<file path="src/rtl/inst_encoder_loader.sv">
// Packs field-level instruction requests into 16-bit words and streams them to imem.
// Latency: a field accepted in cycle t can be written at the earliest in cycle t+1.
// Backpressure: imem_ready low holds the FIFO head; in_ready drops when the FIFO is full.

// Show-ahead FIFO: head_dat is valid whenever !empty; the caller never pushes when full.
// Latency: a word pushed in cycle t is visible at the head in t+1.
// Backpressure: full is evaluated before any same-cycle pop, so there is no bypass.
module inst_encoder_fifo #(
    parameter int W     = 16,
    parameter int DEPTH = 2
) (
    input  logic         clk,
    input  logic         rst_n,
    input  logic         push,
    input  logic [W-1:0] push_dat,
    input  logic         pop,
    output logic         full,
    output logic         empty,
    output logic [W-1:0] head_dat
);
    localparam int AW = (DEPTH > 1) ? $clog2(DEPTH) : 1;
    localparam logic [AW:0]   DEPTH_C = (AW+1)'(DEPTH);
    localparam logic [AW:0]   CNT_ONE = (AW+1)'(1);
    localparam logic [AW-1:0] PTR_ONE = AW'(1);

    logic [W-1:0]  mem_q [DEPTH];
    logic [W-1:0]  mem_d [DEPTH];
    logic [AW-1:0] wr_ptr_q, wr_ptr_d;
    logic [AW-1:0] rd_ptr_q, rd_ptr_d;
    logic [AW:0]   cnt_q, cnt_d;

    always_comb begin
        mem_d    = mem_q;
        wr_ptr_d = wr_ptr_q;
        rd_ptr_d = rd_ptr_q;
        cnt_d    = cnt_q;
        if (push) begin
            mem_d[wr_ptr_q] = push_dat;
            wr_ptr_d        = wr_ptr_q + PTR_ONE;
        end
        if (pop) begin
            rd_ptr_d = rd_ptr_q + PTR_ONE;
        end
        if (push && !pop) begin
            cnt_d = cnt_q + CNT_ONE;
        end else if (pop && !push) begin
            cnt_d = cnt_q - CNT_ONE;
        end
    end

    always_ff @(posedge clk or negedge rst_n) begin
        if (!rst_n) begin
            for (int i = 0; i < DEPTH; i++) begin
                mem_q[i] <= '0;
            end
            wr_ptr_q <= '0;
            rd_ptr_q <= '0;
            cnt_q    <= '0;
        end else begin
            mem_q    <= mem_d;
            wr_ptr_q <= wr_ptr_d;
            rd_ptr_q <= rd_ptr_d;
            cnt_q    <= cnt_d;
        end
    end

    assign full     = (cnt_q == DEPTH_C);
    assign empty    = (cnt_q == '0);
    assign head_dat = mem_q[rd_ptr_q];
endmodule

module inst_encoder_loader #(
    parameter int ADDR_W     = 8,
    parameter int FIFO_DEPTH = 2
) (
    input  logic              clk,
    input  logic              rst_n,
    input  logic              start,
    input  logic [ADDR_W-1:0] base_addr,
    input  logic [ADDR_W:0]   num_words,
    input  logic              in_valid,
    output logic              in_ready,
    input  logic [3:0]        in_opcode,
    input  logic [1:0]        in_rs,
    input  logic [1:0]        in_rt,
    input  logic [1:0]        in_rd,
    input  logic [7:0]        in_imm,
    output logic              imem_we,
    input  logic              imem_ready,
    output logic [ADDR_W-1:0] imem_addr,
    output logic [15:0]       imem_wdata,
    output logic              busy,
    output logic              done,
    output logic              err_illegal
);
    typedef enum logic [1:0] {IDLE, LOAD, DONE} state_t;

    localparam logic [ADDR_W:0] CNT_ONE = (ADDR_W+1)'(1);

    state_t            state_q, state_d;
    logic [ADDR_W-1:0] base_q, base_d;
    logic [ADDR_W:0]   num_q, num_d;
    logic [ADDR_W:0]   acc_cnt_q, acc_cnt_d;
    logic [ADDR_W:0]   wr_cnt_q, wr_cnt_d;
    logic              err_q, err_d;
    logic              done_q, done_d;

    logic        is_rfmt, is_illegal;
    logic [15:0] enc_word, head_dat;
    logic        accept, push, pop, fifo_full, fifo_empty;

    always_comb begin
        is_rfmt    = in_opcode inside {4'd2, 4'd4, 4'd5, 4'd7, 4'd13};
        is_illegal = (in_opcode[3:1] == 3'b111);
        if (is_rfmt) begin
            enc_word = {in_opcode, in_rs, in_rt, in_rd, in_imm[5:0]};
        end else begin
            enc_word = {in_opcode, in_rs, in_rt, in_imm};
        end
    end

    assign in_ready = (state_q == LOAD) && !fifo_full && (acc_cnt_q < num_q);
    assign accept   = in_valid && in_ready;
    // Illegal opcodes are consumed from the request stream but never reach memory.
    assign push     = accept && !is_illegal;
    assign pop      = imem_we && imem_ready;

    inst_encoder_fifo #(
        .W     (16),
        .DEPTH (FIFO_DEPTH)
    ) u_fifo (
        .clk      (clk),
        .rst_n    (rst_n),
        .push     (push),
        .push_dat (enc_word),
        .pop      (pop),
        .full     (fifo_full),
        .empty    (fifo_empty),
        .head_dat (head_dat)
    );

    always_comb begin
        state_d   = state_q;
        base_d    = base_q;
        num_d     = num_q;
        acc_cnt_d = acc_cnt_q;
        wr_cnt_d  = wr_cnt_q;
        err_d     = err_q;
        unique case (state_q)
            IDLE: begin
                if (start) begin
                    base_d    = base_addr;
                    num_d     = num_words;
                    acc_cnt_d = '0;
                    wr_cnt_d  = '0;
                    err_d     = 1'b0;
                    state_d   = (num_words == '0) ? DONE : LOAD;
                end
            end
            LOAD: begin
                if (push) begin
                    acc_cnt_d = acc_cnt_q + CNT_ONE;
                end
                if (accept && is_illegal) begin
                    err_d = 1'b1;
                end
                if (pop) begin
                    wr_cnt_d = wr_cnt_q + CNT_ONE;
                    if ((wr_cnt_q + CNT_ONE) == num_q) begin
                        state_d = DONE;
                    end
                end
            end
            DONE: begin
                state_d = IDLE;
            end
            default: begin
                state_d = IDLE;
            end
        endcase
        done_d = (state_d == DONE) && (state_q != DONE);
    end

    always_ff @(posedge clk or negedge rst_n) begin
        if (!rst_n) begin
            state_q   <= IDLE;
            base_q    <= '0;
            num_q     <= '0;
            acc_cnt_q <= '0;
            wr_cnt_q  <= '0;
            err_q     <= 1'b0;
            done_q    <= 1'b0;
        end else begin
            state_q   <= state_d;
            base_q    <= base_d;
            num_q     <= num_d;
            acc_cnt_q <= acc_cnt_d;
            wr_cnt_q  <= wr_cnt_d;
            err_q     <= err_d;
            done_q    <= done_d;
        end
    end

    assign imem_we     = !fifo_empty;
    assign imem_addr   = base_q + wr_cnt_q[ADDR_W-1:0];
    assign imem_wdata  = fifo_empty ? 16'h0000 : head_dat;
    assign busy        = (state_q != IDLE);
    assign done        = done_q;
    assign err_illegal = err_q;
endmodule

</file>
<file path="config.mk">
export PLATFORM = sky130hd
export DESIGN_NAME = inst_encoder_loader
export DESIGN_NICKNAME = d
export VERILOG_FILES = /design/src/rtl/inst_encoder_loader.sv
export SDC_FILE = /design/constraint.sdc
export NUM_CORES = 1
export LEC_CHECK = 0
export ABC_AREA = 0
export CORE_AREA = 2 2 70 138
export DETAILED_ROUTE_END_ITERATION = 8
export DIE_AREA = 0 0 72 140
export PLACE_DENSITY = 0.68
export SLEW_MARGIN = 20
export SYNTH_ARGS = -nofsm -noshare
export SYNTH_HDL_FRONTEND = slang
export SYNTH_HIERARCHICAL = 1
export SYNTH_SLANG_ARGS = --single-unit
</file>
<file path="constraint.sdc">
create_clock -name clk -period 5 [get_ports clk]
set_input_delay 1.5 -clock clk [delete_from_list [all_inputs] [get_ports clk]]
set_output_delay 1.5 -clock clk [all_outputs]
set_load 0.02 [all_outputs]
</file>
# [After elaboration in Yosys (flattened, before gate mapping)]
# Cells that the tools add are included.
# W data, S select, Z words.
[totals] register_bits=75 latch_bits=0 mem_bits_rw=0 mem_bits_ro=0 inputBits=40 out_inout_bits=29 elab_cells=89 n_memories=0
[op_classes] n_addsub=7 mul=0 div=0 order_cmp=4 n_eq_ne=15 shift=0 muxes=23 bitwise_logic=2 reduce_logical=26
[op_table] op="$mux W16" count=5
[op_table] op="$pmux W9 S2" count=2
[op_table] op="$bwmux W32" count=1
[op_table] op="$mux W9" count=3
[op_table] op="$add A9 B1 Y9 const B" count=2
[op_table] op="$demux W16 S1" count=1
[op_table] op="$eq A4 B3 Y1 const B" count=3
[op_table] op="$mux W2" count=6
[op_table] op="$logic_and A1 B1 Y1" count=10
[op_table] op="$eq A9 B9 Y1" count=1
[op_table] op="$logic_not A9 Y1" count=1
[op_table] op="$lt A9 B9 Y1" count=1
[op_table] op="$reduce_and A3 Y1" count=3
[op_table] op="$add A8 B8 Y8" count=1
[op_table] op="$mux W8" count=1
[op_table] op="$ne A2 B1 Y1 const B" count=3
[op_table] op="$reduce_bool A2 Y1" count=3
[op_table] op="$logic_not A1 Y1" count=5
[op_table] op="$reduce_bool A5 Y1" count=1
[op_table] op="$eq A2 B2 Y1 const B" count=2
[op_table] op="$eq A4 B2 Y1 const B" count=1
[op_table] op="$eq A4 B4 Y1 const B" count=1
[op_table] op="$ge A2 B2 Y1 const B" count=2
[op_table] op="$logic_not A2 Y1" count=2
[op_table] op="12 further kinds" count=16

# [Logic depth before layout (Yosys ltp)]
# Gate-level depths: netlist of run 1.
[logic_depth] word_depth=10 mapped_depth=12 ltp_nobuf=11

# [Cells and area by module]
# Netlist of run 1, hierarchy kept.
[modules_own_cells] mod="inst_encoder_loader" instances=1 cells_each=308 area_each_um2=2650.0
[modules_own_cells] mod="inst_encoder_fifo" instances=1 cells_each=101 area_each_um2=1620.3

# [Least setup slack after synthesis of run 1]
# No wires, ideal clock.
[synth_path] path_type="register to output" start="register wr_cnt_q[0]" end="output port imem_addr[6]" t_arrival_ps=1974 t_required_ps=3500 setup_slack_ps=1526 stages_incl_launch_ff=10 n_path_buf=0 cell_sequence="dfrtp_1 > ha_1 > inv_1 > fa_1 > nor2b_1 > o21ai_0 > a21oi_1 > o21a_1 > nor2_1 > xnor2_1"
[synth_via] elab_chain_cells=1
[synth_lines] item="start: declaration" line="104" text="logic [ADDR_W:0] wr_cnt_q, wr_cnt_d;"
[synth_lines] item="start signal: assignment" line="198" text="wr_cnt_q <= wr_cnt_d;"
[synth_lines] item="$add A8 B8 Y8" line="205" text="assign imem_addr = base_q + wr_cnt_q[ADDR_W-1:0];"
[synth_lines] item="end: declaration" line="90" text="output logic [ADDR_W-1:0] imem_addr,"
# No other way between the ends.

# [Worst setup path in the final report of run 1]
# Same ends and word-level chain as after synthesis.

==> flow_summary.yaml, run 1 <==
cells_and_area:
  drive_gt1_share_pct: 16.01
  fin_util_pct: 58.93
  antennaDiodeCount: 0
  syn_to_final_growth_pct: 24.38
  layout.nets: 537
die:
  die_area_um2: 10080
  io_pins: 69
  num_rows: 49
  die_w_um: 72
  initial_core_util_pct: 47.38
  core_area_um2: 9012
  dieHeight_um: 140
flow_run:
  cap_violations: 0
logic_synthesis:
  ys_seq_area_share_pct: 43.95
  synth_cell_types: 56
  synth_top_area_share_pct: 43.95
  synth_warnings: 6
  synthArstFlopShare_pct: 100.0
  synthTopCellsByArea: "dfrtp_1, mux2_2, ha_1"
  synth.avg_cell_area_um2: 10.44
  yosysTopAreaCell: "dfrtp_1"
  synth.most_common_cell: "dfrtp_1"
  netlist_area_um2: 4270
  netlist_instances: 409
  synth_edf_count: 0
  ys.flop_type: "dfrtp_1"
  synth_common_cells: "dfrtp_1, nand2_1, mux2_2"
  synth_nets: 468
  synth_seq_cells: 75
cts:
  postCtsHoldBufs: 0
  cts_made_buffers: 9
  post_cts_buffers: 0
  clkLatencyLatePin_ns: 0.33
  post_cts_resized: 0
  cts_buffer_depth: 2
  cts_tree: "done"
  numClockSinks: 75
  cts_max_level: 3
  root_buffer: "clkbuf_16"
  clk_pin_slew_worst_paths_ns: 0.06
status:
  status: "finished clean"
global_route:
  busiest_layer: "met2"
  antenna_found_initial: 0
  grt_use_met1_pct: 20.68
  grt_use_total_pct: 20.96
  grt_pass1_wl_um: 16300
  grt_max_degree: 76
  use_met2_pct: 40.16
  grtUsageMet3_pct: 4.532
  grt-ovfl-total: 0
  grt_pass1_vias: 3470
sta:
  maxSlewViolCount: 0
  rsz0062_at_grt: "false"
  setup_viol: 0
  clock_skew_ns: 0.006446
  finalHoldViolations: 0
  worstMarginPinSlew_ns: 0.9659
  tns_ns: 0
  max_freq_mhz: 229.6
  fin_ws_ns: 0.6451
  fin_crit_sh_pct: 87.10
  period_needed_ns: 4.355
  slew_headroom_pct: 35.60
routing:
  first_iter_violations: 226
  vias: 3234
  first_pass_iters: 5
  wl_per_cell_um: 16.83
  routed_via_density: 5.547
  wl_um: 9809
  detail-route-antenna-nets: 0
  drc_errors: 0
placement:
  place_congestion: 0.8333
  place_ws_ns: 0.9302
  post-dp-hpwl_um: 7047
  io_buffers: 68
pwr:
  power_density_nw_per_um2: 664.1
  ir_worst_vdd_mv: 0.4238
  p_leak_nw: 2.394
  p_total_mw: 3.527
setup_path:
  cp_max_fo: 6
  critPathLaunchType: "flip-flop"
  worst-setup-path-type: "flip-flop to output port"
  cp_data_arrival_time_ns: 2.85
  end_kind: "output port"
  critical_path_required_ns: 3.50
min_path:
  hold_class: "flip-flop to flip-flop"
-- placed cells by master (no fill, tap or decap), types with 10 or more instances in the layout --
master,Yosys,final
ha_1,18,18
xnor2_1,18,18
nand2_1,56,56
nor2_1,21,21
nor2b_1,21,20
mux2_2,40,40
inv_1,20,20
a21oi_1,12,12
clkdlybuf4s50_1,0,67
mux2_4,10,10
o21ai_0,23,23
dfrtp_1,75,75
-- per-layer routing --
layer  up-vias  wire length (um)
met1      1606              3550
met5         -                 0
met3        14               387
met4         0               267
met2        73              5603
li1       1541                 -
-- through the flow --
step	std cells	area (um2)	hold WS, ns
2_1_floorplan	409	4270	0.4523
3_3_place_gp	569	5014	0.4713
3_5_place_dp	569	5014	0.4784
4_1_cts	583	5311	0.4908
5_1_grt	583	5311	0.5139
6_report	583	5311	0.4827
-- critical path: stages (launching register included) --
cell             delay, ns
dfrtp_1               0.48
ha_1                  0.22
inv_1                 0.06
fa_1                  0.41
nor2b_1               0.13
o21ai_0               0.10
a21oi_1               0.21
o21a_1                0.13
nor2_1                0.04
xnor2_1               0.12
clkdlybuf4s50_1       0.61
-- logic make-up after synthesis --
family | count (synthesis) | share of synthesized area [%]
adder cells (fa/ha/maj) | 19 | 5.743
AND/OR/NAND/NOR | 137 | 15.91
flip-flops | 75 | 43.95
AO/OA/AOI/OAI | 59 | 8.820
multiplexers | 58 | 15.94
buffers and inverters | 36 | 4.336
XOR/XNOR | 25 | 5.303
-- path summary, 6_finish.rpt --
kind	start	end	slack, ns	depth (start not counted)
setup / recovery	wr_cnt_q[0]	imem_addr[6]	0.65	10
hold / removal	base_q[6]	base_q[6]	0.48	2
setup reg to reg	num_q[6]	u_fifo/mem_q[29]	1.94	10
hold reg to reg	base_q[6]	base_q[6]	0.48	2
max in group asynchronous	rst_n	acc_cnt_q[7]	3.05	1
min in group asynchronous	rst_n	base_q[5]	1.31	1
-- layout make-up --
class,count,area [um2]
clock buffer,11,232.7
multi-input combinational,298,2211
sequential,75,1877
inverter,20,75.07
tap,102,127.6
timing repair buffer,74,723.2
fill,789,3701
clock inverter,3,65.06
-- power breakdown --
group	leakage (nW)	total, mW	switching, mW	internal, mW
combinational	1.34	1.77	0.824	0.944
clock	0.145	0.671	0.241	0.431
sequential	0.913	1.09	0.218	0.870
-- state kept, by name (all words and copies together), names as in the netlist --
| name | flops |
|---|---|
| state_q | 2 |
| wr_cnt_q | 9 |
| base_q | 8 |
| u_fifo/mem_q | 32 |
| num_q | 9 |
| err_illegal | 1 |
| u_fifo/wr_ptr_q | 1 |
| acc_cnt_q | 9 |
| u_fifo/cnt_q | 2 |
| done | 1 |
| u_fifo/rd_ptr_q | 1 |
Power figures use the tool's default switching activity.
==> run 2: changes to the inputs <==
--- a/config.mk
+++ b/config.mk
@@ -11,5 +11,4 @@
 export DIE_AREA = 0 0 72 140
 export PLACE_DENSITY = 0.68
-export SLEW_MARGIN = 20
 export SYNTH_ARGS = -nofsm -noshare
 export SYNTH_HDL_FRONTEND = slang
==> constraint.sdc (replaced) <==
create_clock -name clk -period 5 [get_ports clk]
set_input_delay 1.5 -clock clk [delete_from_list [all_inputs] [get_ports clk]]
set_output_delay 1.5 -clock clk [all_outputs]
set_load 0.05 [all_outputs]
==> run 2 against run 1 <==
  * Design area up 0.42%
  * Global-route usage shrank 0.98 points
  * Sequential cell count stayed put
  * Count of clock-buffer cells in the layout shrank 1
  * Combinational power grew 22%
  * Setup slack got worse by 0.17 ns
  * Clock power is 4.2% higher
  * Worst hold slack better by 0.0010 ns
  * Register-to-register slack better by 0.04 ns
  * Wire length is 3.4% lower
  * Die area unchanged
  * Sequential power barely moved
==> flow_summary.yaml, run 2 (synthesis results as in run 1) <==
setup_path:
  worst-setup-path-type: "flip-flop to output port"
  critPathLaunchType: "flip-flop"
  critical_path_required_ns: 3.50
  cp_data_arrival_time_ns: 3.02
  end_kind: "output port"
  cp_max_fo: 6
pwr:
  p_int_mw: 2.253
  swShare_pct: 42.90
  p_comb_share_pct: 54.7
  p_leak_nw: 2.399
  power_density_nw_per_um2: 739.7
  pwr-share-clk_pct: 17.7
  power_switching_mw: 1.692
  p_seq_share_pct: 27.6
  ir_worst_vdd_mv: 0.6384
cells_and_area:
  largest_reg_flops: 32
  drive_gt1_share_pct: 16.60
  layout_common_cells: "dfrtp_1, clkdlybuf4s50_1, nand2_1, mux2_2, o21ai_0"
  top_register: "u_fifo/mem_q"
  fin_util_pct: 59.18
  syn_to_final_growth_pct: 24.90
  antennaDiodeCount: 0
  mostFrequentLayoutCell: "dfrtp_1"
  layout.nets: 536
cts:
  postCtsHoldBufs: 0
  post_cts_resized: 0
  cts_tree: "done"
  cts_made_buffers: 9
  clk_pin_slew_worst_paths_ns: 0.06
  clkLatencyLatePin_ns: 0.33
  post_cts_buffers: 0
  numClockSinks: 75
  root_buffer: "clkbuf_16"
  cts_buffer_depth: 2
  cts_max_level: 3
routing:
  drc_errors: 0
  wl_um: 9471
  first_iter_violations: 265
  routed_via_density: 5.524
  vias: 3226
  wl_per_cell_um: 16.22
  detail-route-antenna-nets: 0
  first_pass_iters: 4
sta:
  maxSlewViolCount: 0
  rsz0062_at_grt: "false"
  tns_ns: 0
  clock_skew_ns: 0.004221
  period_needed_ns: 4.520
  fin_crit_sh_pct: 90.41
  setup_viol: 0
  slew_headroom_pct: 36.55
  worstMarginPinSlew_ns: 0.9517
  finalHoldViolations: 0
  max_freq_mhz: 221.2
global_route:
  busiest_layer: "met2"
  grt-ovfl-total: 0
  grt_use_total_pct: 19.98
  antenna_found_initial: 0
  grt_pass1_wl_um: 15770
  grtUsageMet3_pct: 3.453
  grt_pass1_vias: 3471
  use_met2_pct: 38.35
  grt_use_met1_pct: 20.10
  grt_max_degree: 76
placement:
  place_congestion: 0.8376
  io_buffers: 68
  post-dp-hpwl_um: 6965
flow_run:
  cap_violations: 0
die:
  dieHeight_um: 140
  die_area_um2: 10080
  io_pins: 69
  initial_core_util_pct: 47.38
  core_area_um2: 9012
  die_w_um: 72
  num_rows: 49
status:
  status: "finished clean"
min_path:
  hold_class: "flip-flop to flip-flop"
run 2: layout make-up:
cell class	instances	area [um2]
clock buffers	10	239.0
clock inverters	6	88.84
fillers	764	3679
inverters	20	75.07
multi-input cells	298	2211
flip-flops and latches	75	1877
well taps	102	127.6
repair buffers	73	715.7
run 2: power by group through the flow:
stage	combinational [mW]	sequential [mW]	clock (mW)
2_1_floorplan	1.64	1.02	0
3_3_place_gp	2.15	1.08	0
3_5_place_dp	2.17	1.10	0
4_1_cts	2.18	1.09	0.710
5_1_grt	2.32	1.12	0.735
6_report	2.16	1.09	0.699
run 2: path summary, 6_finish.rpt:
| path | from | endpoint | slack, ns | cells after the start |
|---|---|---|---|---|
| worst min-delay path | base_q[6] | base_q[6] | 0.48 | 2 |
| min in group asynchronous | rst_n | base_q[3] | 1.31 | 1 |
| worst max-delay path | wr_cnt_q[0] | imem_addr[6] | 0.48 | 10 |
| worst max register to register | num_q[1] | u_fifo/mem_q[31] | 1.98 | 9 |
| worst min register to register | base_q[6] | base_q[6] | 0.48 | 2 |
| max in group asynchronous | rst_n | base_q[7] | 3.06 | 1 |
run 2: per-stage QoR:
| stage | power, mW | setup slack, ns | cells | cell area [um2] | hold WS (ns) |
|---|---|---|---|---|---|
| after floorplan | 2.664 | 1.081 | 409 | 4270 | 0.4523 |
| after global placement | 3.231 | 0.8509 | 568 | 5006 | 0.4726 |
| after detailed placement | 3.269 | 0.8097 | 568 | 5006 | 0.4736 |
| after CTS | 3.985 | 0.4457 | 584 | 5334 | 0.4876 |
| after global routing | 4.180 | 0.1942 | 584 | 5334 | 0.5059 |
| final | 3.945 | 0.4795 | 584 | 5334 | 0.4837 |
run 2: routing by layer:
metal	share of wire, %	routed length [um]
met1	37	3512
met2	57	5355
met3	3.7	348
met4	2.7	255
met5	0	0
run 2: critical path, stage by stage (launching register included):
cell and delay, ns:
dfrtp_1 0.48, ha_1 0.23, inv_1 0.06, fa_1 0.40
nor2b_1 0.11, o21ai_0 0.09, a21oi_1 0.21, o21a_1 0.14
nor2_1 0.05, xnor2_1 0.13, clkdlybuf4s50_1 0.81
==> run 3: changes to the inputs <==
- clock period: 5 -> 4.7 ns (I/O delays scaled with it)
==> run 3 against run 2 <==
  * Design area fell by 0.14%
  * First-iteration DRC count fell by 35%
  * Core utilization fell by 0.083 points
  * Sequential share of layout area barely moved
  * Count of clock-buffer cells in the layout rose by 2
  * Register-to-register slack got worse by 0.20 ns
==> flow_summary.yaml, run 3 (synthesis results as in run 1) <==
cts:
  post_cts_buffers: 0
  root_buffer: "clkbuf_16"
  clkLatencyLatePin_ns: 0.33
  cts_buffer_depth: 2
  post_cts_resized: 0
  clk_pin_slew_worst_paths_ns: 0.06
  cts_made_buffers: 9
  numClockSinks: 75
  cts_max_level: 3
  postCtsHoldBufs: 0
  cts_tree: "done"
sta:
  finalHoldViolations: 0
  fin_crit_sh_pct: 94.41
  clock_skew_ns: 0.005279
  tns_ns: 0
  slew_headroom_pct: 36.29
  period_needed_ns: 4.437
  worstMarginPinSlew_ns: 0.9557
  maxSlewViolCount: 0
  max_freq_mhz: 225.4
  setup_viol: 0
  rsz0062_at_grt: "false"
cells_and_area:
  syn_to_final_growth_pct: 24.73
  mostFrequentLayoutCell: "dfrtp_1"
  layout_common_cells: "dfrtp_1, clkdlybuf4s50_1, nand2_1, mux2_2, o21ai_0"
  fin_util_pct: 59.10
  antennaDiodeCount: 0
  largest_reg_flops: 32
  top_register: "u_fifo/mem_q"
  drive_gt1_share_pct: 16.74
  multi_input_area_um2: 2211
  layout.nets: 538
  fillers: 817
  regArea_um2: 1877
routing:
  first_pass_iters: 4
  routed_via_density: 5.549
  vias: 3252
  drc_errors: 0
  first_iter_violations: 173
  wl_per_cell_um: 16.43
  wl_um: 9627
  detail-route-antenna-nets: 0
global_route:
  grt_pass1_vias: 3436
  antenna_found_initial: 0
  grt-ovfl-total: 0
  grt_use_total_pct: 20.44
  grt_max_degree: 76
  grt_pass1_wl_um: 15980
pwr:
  pwr-share-clk_pct: 16.7
  p_seq_share_pct: 27.8
  power_switching_mw: 1.793
  p_leak_nw: 2.406
  swShare_pct: 43.09
  p_comb_share_pct: 55.5
  ir_worst_vdd_mv: 0.6261
  p_int_mw: 2.368
  power_density_nw_per_um2: 781.3
die:
  die_w_um: 72
  die_area_um2: 10080
  initial_core_util_pct: 47.38
  num_rows: 49
  dieHeight_um: 140
  core_area_um2: 9012
  io_pins: 69
setup_path:
  worst-setup-path-type: "flip-flop to output port"
  cp_data_arrival_time_ns: 3.03
  cp_max_fo: 6
  critPathLaunchType: "flip-flop"
  end_kind: "output port"
  critical_path_required_ns: 3.29
flow_run:
  cap_violations: 0
min_path:
  hold_class: "flip-flop to flip-flop"
placement:
  place_congestion: 0.8487
  post-dp-hpwl_um: 7121
  io_buffers: 68
status:
  status: "finished clean"
-- run 3: cell types whose count changed in the layout (fill, tap and decap cells not counted), sizes merged --
cell,before,now
buf,6,8
clkbuf,10,12
clkinvlp,2,0
bufinv,2,1
clkinv,2,3
-- run 3: layout make-up --
cell class / count / share of cell area [%]
multi-input cells: 298 / 41.51
inverters: 20 / 1.409
clock buffers: 12 / 4.816
repair buffers: 75 / 13.72
flip-flops and latches: 75 / 35.24
well taps: 102 / 2.396
clock inverters: 4 / 0.9161
-- run 3: through the flow --
| step | setup WS [ns] | hold WS [ns] | cells | total power, mW | cell area (um2) |
|---|---|---|---|---|---|
| 2_1_floorplan | 0.8713 | 0.4523 | 409 | 2.834 | 4270 |
| 3_3_place_gp | 0.6359 | 0.4728 | 570 | 3.452 | 5021 |
| 3_5_place_dp | 0.6045 | 0.4736 | 570 | 3.496 | 5021 |
| 4_1_cts | 0.2352 | 0.4877 | 586 | 4.211 | 5326 |
| 5_1_grt | 0.007732 | 0.5054 | 586 | 4.427 | 5326 |
| 6_report | 0.2627 | 0.4848 | 586 | 4.162 | 5326 |
-- run 3: final timing paths --
| check | cells past startpoint | slack (ns) | startpoint | endpoint |
|---|---|---|---|---|
| setup reg to reg | 10 | 1.78 | num_q[6] | u_fifo/mem_q[17] |
| hold reg to reg | 2 | 0.48 | base_q[6] | base_q[6] |
| setup / recovery | 10 | 0.26 | wr_cnt_q[0] | imem_addr[6] |
| hold / removal | 2 | 0.48 | base_q[6] | base_q[6] |
| min in group asynchronous | 1 | 1.22 | rst_n | base_q[3] |
| max in group asynchronous | 1 | 2.84 | rst_n | wr_cnt_q[6] |
-- run 3: critical path, stage by stage (launching register included) --
cell and delay, ns:
dfrtp_1 0.49, ha_1 0.22, inv_1 0.05, fa_1 0.40
nor2b_1 0.12, o21ai_0 0.10, a21oi_1 0.21, o21a_1 0.14
nor2_1 0.04, xnor2_1 0.12, clkdlybuf4s50_1 0.81
-- run 3: power by group through the flow --
stage          Combinational [mW]  Sequential (mW)  Clock [mW]
6_report                     2.31             1.16       0.694
5_1_grt                      2.48             1.20       0.741
4_1_cts                      2.34             1.16       0.711
3_5_place_dp                 2.33             1.17           0
3_3_place_gp                 2.30             1.15           0
2_1_floorplan                1.75             1.09           0
-- run 3: metal layers --
metal  GRT usage [%]  vias to the layer above  part of all wire [%]
met5               0                        -                     0
met4           11.22                        0                   3.7
met3           3.885                       26                   4.1
met2           37.62                       97                    55
met1           20.86                     1583                    37
li1                -                     1546                     -
